**src/rtl/matmul_pkg.sv**
```systemverilog
// Shared FSM encoding and job-size defaults for the matmul job controller.
package matmul_pkg;

    localparam int N_BYTES_DEF  = 32;
    localparam int N_RESULT_DEF = 16;

    typedef enum logic [2:0] {
        IDLE    = 3'd0,
        LOAD    = 3'd1,
        COMPUTE = 3'd2,
        RD_REQ  = 3'd3,
        RD_WAIT = 3'd4,
        OUT     = 3'd5,
        FIN     = 3'd6
    } state_t;

    // Result addresses wrap within the 256-entry SRAM window.
    function automatic logic [7:0] rd_addr_of(input logic [7:0] base, input int idx);
        logic [31:0] idx_u;
        idx_u = idx;
        return base + idx_u[7:0];
    endfunction

endpackage

```
**src/rtl/matmul_ctrl.sv**
```systemverilog
// Sequences one matmul job: byte load into X buffer, compute, SRAM result read-back, result stream.
// Latency: first out_valid two edges after ALU_done is sampled when ry returns the cycle after the request.
// Backpressure: in_valid/in_ready on input; out_data held until out_ready, next read issued only after handshake.
module matmul_ctrl
    import matmul_pkg::*;
#(
    parameter int         N_BYTES  = N_BYTES_DEF,
    parameter int         N_RESULT = N_RESULT_DEF,
    parameter logic [7:0] RD_BASE  = 8'h00
) (
    input  logic        clk,
    input  logic        rst,
    input  logic        start,
    input  logic        in_valid,
    input  logic [7:0]  in_data,
    output logic        in_ready,
    output logic [7:0]  X_load,
    output logic        valid_input,
    output logic        input_load_en,
    input  logic        xload_done,
    output logic        ALU_en,
    input  logic        ALU_done,
    output logic        cs_n,
    output logic [7:0]  rd_addr,
    input  logic        ry,
    input  logic [31:0] read_data,
    output logic        out_valid,
    output logic [31:0] out_data,
    input  logic        out_ready,
    output logic        busy,
    output logic        done
);

    localparam int CNT_W = $clog2(N_BYTES + 1);
    localparam int IDX_W = (N_RESULT > 1) ? $clog2(N_RESULT) : 1;
    localparam logic [CNT_W-1:0] CNT_FULL = CNT_W'(N_BYTES);
    localparam logic [IDX_W-1:0] IDX_LAST = IDX_W'(N_RESULT - 1);

    state_t             state;
    logic [CNT_W-1:0]   byte_cnt;
    logic [IDX_W-1:0]   rd_idx;
    logic               accept;

    assign accept = in_valid && in_ready;

    always_ff @(posedge clk or negedge rst) begin
        if (!rst) begin
            state         <= IDLE;
            byte_cnt      <= '0;
            rd_idx        <= '0;
            in_ready      <= 1'b0;
            X_load        <= 8'h00;
            valid_input   <= 1'b0;
            input_load_en <= 1'b0;
            ALU_en        <= 1'b0;
            cs_n          <= 1'b1;
            rd_addr       <= 8'h00;
            out_valid     <= 1'b0;
            out_data      <= 32'h0;
            busy          <= 1'b0;
            done          <= 1'b0;
        end else begin
            // Pulse-type outputs default inactive; states below raise them for one cycle.
            valid_input <= 1'b0;
            done        <= 1'b0;
            cs_n        <= 1'b1;

            case (state)
                IDLE: begin
                    if (start) begin
                        state         <= LOAD;
                        byte_cnt      <= '0;
                        in_ready      <= 1'b1;
                        input_load_en <= 1'b1;
                        busy          <= 1'b1;
                    end
                end

                LOAD: begin
                    if (accept) begin
                        X_load      <= in_data;
                        valid_input <= 1'b1;
                        byte_cnt    <= byte_cnt + 1'b1;
                        if (byte_cnt == CNT_FULL - 1'b1) begin
                            in_ready <= 1'b0;
                        end
                    end
                    if (byte_cnt == CNT_FULL && xload_done) begin
                        state         <= COMPUTE;
                        input_load_en <= 1'b0;
                        ALU_en        <= 1'b1;
                    end
                end

                COMPUTE: begin
                    if (ALU_done) begin
                        ALU_en  <= 1'b0;
                        rd_idx  <= '0;
                        cs_n    <= 1'b0;
                        rd_addr <= rd_addr_of(RD_BASE, 0);
                        state   <= RD_REQ;
                    end
                end

                RD_REQ: begin
                    state <= RD_WAIT;
                end

                RD_WAIT: begin
                    if (ry) begin
                        out_data  <= read_data;
                        out_valid <= 1'b1;
                        state     <= OUT;
                    end
                end

                OUT: begin
                    // The next request is issued only after the current word is taken.
                    if (out_ready) begin
                        out_valid <= 1'b0;
                        if (rd_idx == IDX_LAST) begin
                            done  <= 1'b1;
                            state <= FIN;
                        end else begin
                            rd_idx  <= rd_idx + 1'b1;
                            cs_n    <= 1'b0;
                            rd_addr <= rd_addr_of(RD_BASE, int'(rd_idx) + 1);
                            state   <= RD_REQ;
                        end
                    end
                end

                FIN: begin
                    busy  <= 1'b0;
                    state <= IDLE;
                end

                default: begin
                    state <= IDLE;
                end
            endcase
        end
    end

endmodule

```
**config.mk**
```make
export PLATFORM = sky130hd
export DESIGN_NAME = matmul_ctrl
export DESIGN_NICKNAME = d
export VERILOG_FILES = /design/src/rtl/matmul_pkg.sv /design/src/rtl/matmul_ctrl.sv
export SDC_FILE = /design/constraint.sdc
export NUM_CORES = 1
export LEC_CHECK = 0
export ABC_AREA = 1
export BUFFER_PORTS_ARGS = -buffer_cell sky130_fd_sc_hd__buf_2
export CAP_MARGIN = 30
export CELL_PAD_IN_SITES_DETAIL_PLACEMENT = 1
export CELL_PAD_IN_SITES_GLOBAL_PLACEMENT = 2
export CORE_MARGIN = 1
export CORE_UTILIZATION = 29
export DETAILED_ROUTE_END_ITERATION = 8
export PLACE_DENSITY_LB_ADDON = 0.1
export SYNTH_ARGS = -nofsm -noshare
export SYNTH_HDL_FRONTEND = slang
export SYNTH_SLANG_ARGS = --single-unit
```
**constraint.sdc**
```tcl
create_clock -name clk -period 2.8 [get_ports clk]
set_input_delay 0.56 -clock clk [delete_from_list [all_inputs] [get_ports clk]]
set_output_delay 0.56 -clock clk [all_outputs]
set_load 0.01 [all_outputs]
```
==> run_results.csv <==
group,metric,value,unit
final_layout,fillers,1165,
route,dr_total_vias,2385,
yosys,async_reset_ff_frac,1.00,
worst_setup_path,cp_max_fo,13,
yosys,ys_warn_count,0,
yosys,netlist_instances,327,
pwr,leakage,0.00204,uW
die,fp.dieH,99.3,um
yosys,muxShareOfSynthArea,0,
clock_tree,clock_path_buffers,2,
die,dieWidth,99.3,um
final_layout,final_layout_size_suffix_gt1_frac,0.297,
yosys,synth-xor-area-share,0.00958,
yosys,synth_edf_count,0,
final_layout,area_delta_synth_final,26.9,%
route,wl_per_cell,12.9,um
worst_setup_path,path_cells,"nand2_2, nor2_4, nand2_2, inv_1, nand3_1, nand2_1, nor2_1",
final_layout,num_antenna_cells,0,
sta,fin_tns_setup,0,ns
die,start_util,0.298,
global_routing,track_usage,0.156,
run,cap_violations,0,
place,io_buffers,100,
worst_setup_path,crit_type,"reg -> reg",
final_layout,layout.cells.non_filler,545,
yosys,synth_top_family_by_area,"simple AND/OR/NAND/NOR gates",
pwr,worst_ir_drop_vdd,0.311,mV
sta,slew_headroom,0.508,
global_routing,antenna_found_initial,0,
final_layout,most-common-layout-cells,"nand2_1, buf_2, dfrtp_1",
worst_setup_path,endpoint_kind,"flop",
route,dr.pass1.iters,4,
place,postPlaceCellArea,3310,um^2
worst_setup_path,path_common_cell,"nand2_2",
sta,fin_skew,0.00645,ns
clock_tree,holdBufCountCts,0,
route,met1_length,3100,um
global_routing,grt_pass1_wl,11900,um
place,routabilityCongestion,0.746,
route,drc,0,
die,ios,104,
pwr,power,3300,uW
global_routing,grt_overflow,0,
route,drt_iter0_markers,55,
clock_tree,root_buffer,"clkbuf_8",
worst_setup_path,critPathRequiredTime,3.02,ns
route,wl_met2,3370,um
route,ant_nets,0,
place,hpwl,5070,um
clock_tree,cts_buffers,9,
yosys,ys_seq_area_frac,0.566,
die,dieArea,9850,um^2
yosys,synthSimpleGateAreaFrac,0.319,
sta,clock.fmax,594,MHz
clock_tree,cts_setup_buffers,0,
run_status,run_status,"finished, final reports clean",
sta,drv_slew,0,
route,route.met3.wl,502,um
sta,whs,0.273,ns
yosys,ys.flop_type,"dfrtp_1",
clock_tree,cts_tree,"done",
worst_setup_path,crit_path_start_kind,"flop",
clock_tree,clkTransAtPathRegs,0.07,ns
clock_tree,cts_resized,0,
yosys,synth_compound_area_frac,0.0201,
sta,hold_viol_final,0,
sta,rsz0062_at_grt,"no",
worst_setup_path,cp_slowest_cell,"dfrtp_1",
sta,worst_pin_slew,0.738,ns
yosys,syn-cell-area,2740,um^2
die,row_count,35,
yosys,avgSynthCellArea,8.39,um^2
route,viasPerCell,4.38,
die,core-area,9200,um^2
pwr,powerDensity,948,nW/um^2
final_layout,layout_commonest_cell,"nand2_1",
yosys,synth-seq-cells,62,
global_routing,grt_max_degree,34,
clock_tree,cts_sinks,62,
clock_tree,clock_latency,0.33,ns
sta,finalCriticalPeriod,1.68,ns
yosys,ys_types,23,
final_layout,fin_area,3480,um^2
worst_setup_path,slowest_delay,0.53,ns
place,place_inst,529,
final_layout,final_nets,480,
route,top_layer,"met4",
global_routing,grt_pass1_vias,2499,
route,wl,7060,um
clock_tree,h-tree-depth,3,
min_path,hp-class,"in -> async",
yosys,synth_fa_ha_area_frac,0.0137,
worst_setup_path,crit_arrival,1.91,ns
sta,finalSetupViolations,0,
sta,period_share,0.601,
-- cells in the mapped netlist (2+ instances only) --
cell,instances,area share
nand3_1,21,0.038
buf_6,4,0.016
a21oi_1,3,0.0055
buf_4,6,0.016
nor2_2,2,0.0046
nand3b_1,3,0.0082
dfrtp_1,61,0.56
nor2_4,2,0.0082
o21ai_0,8,0.015
buf_2,3,0.0055
inv_1,20,0.027
xor2_1,3,0.0096
nand2_1,157,0.21
ha_1,3,0.014
nand2_2,3,0.0068
inv_2,3,0.0041
nor3_1,2,0.0036
nor2_1,18,0.025
-- path summary, 6_finish.rpt --
kind	start	endpoint	slack, ns	cells past startpoint
hold reg to reg	out_data[19]	out_data[19]	0.47	2
max in group asynchronous	rst	cs_n	1.82	2
hold / removal	rst	X_load[0]	0.27	1
setup reg to reg	state[0]	byte_cnt[5]	1.12	7
min in group clk	read_data[6]	out_data[6]	0.42	3
setup / recovery	state[0]	byte_cnt[5]	1.12	7
-- worst max-delay path, delay by kind of cell, from the launching register on --
family,cells,cell delay (ns)
buf+inv,1,0.33
flops,1,0.53
simple gates,6,0.70
-- logic make-up after synthesis --
logic type	Yosys count
xor+xnor	3
buf+inv	36
other cells	1
compound gates	11
flops	62
fa+ha+maj	3
simple gates	211
-- report_power, final --
group          internal, uW  switching (uW)  total (uW)  leakage, uW
Combinational           446             723        1170      0.00117
Clock                   342             353         694    0.0000861
Sequential             1230             209        1440     0.000781
Total                  2010            1280        3300      0.00204
-- sequential cells by signal (all words and copies together), names as in the netlist, 2 cells and up --
| name | count |
|---|---|
| byte_cnt | 6 |
| rd_addr | 2 |
| state | 3 |
| out_data | 32 |
| X_load | 8 |
| rd_idx | 3 |
-- per-stage QoR --
step / utilization / worst slack, ns
2_1_floorplan: - / 1.51
3_3_place_gp: 0.360 / 1.20
3_5_place_dp: 0.360 / 1.10
4_1_cts: 0.378 / 1.08
5_1_grt: 0.378 / 0.867
6_report: 0.378 / 1.12
-- layer usage --
metal	track usage	vias up
li1	-	1198
met1	0.189	1118
met2	0.248	60
met3	0.0689	9
met4	0.0509	0
met5	0	-
-- layout make-up --
type                       count  area (um^2)  share of cell area
inverter                      23         86.3              0.0248
clock inverter                 4         22.5             0.00647
sequential                    62         1550               0.446
multi-input combinational    231         1010               0.289
clock buffer                  12          145              0.0417
timing repair buffer         102          528               0.152
tap                          111          139              0.0399
(Power assumes the default switching activity.)
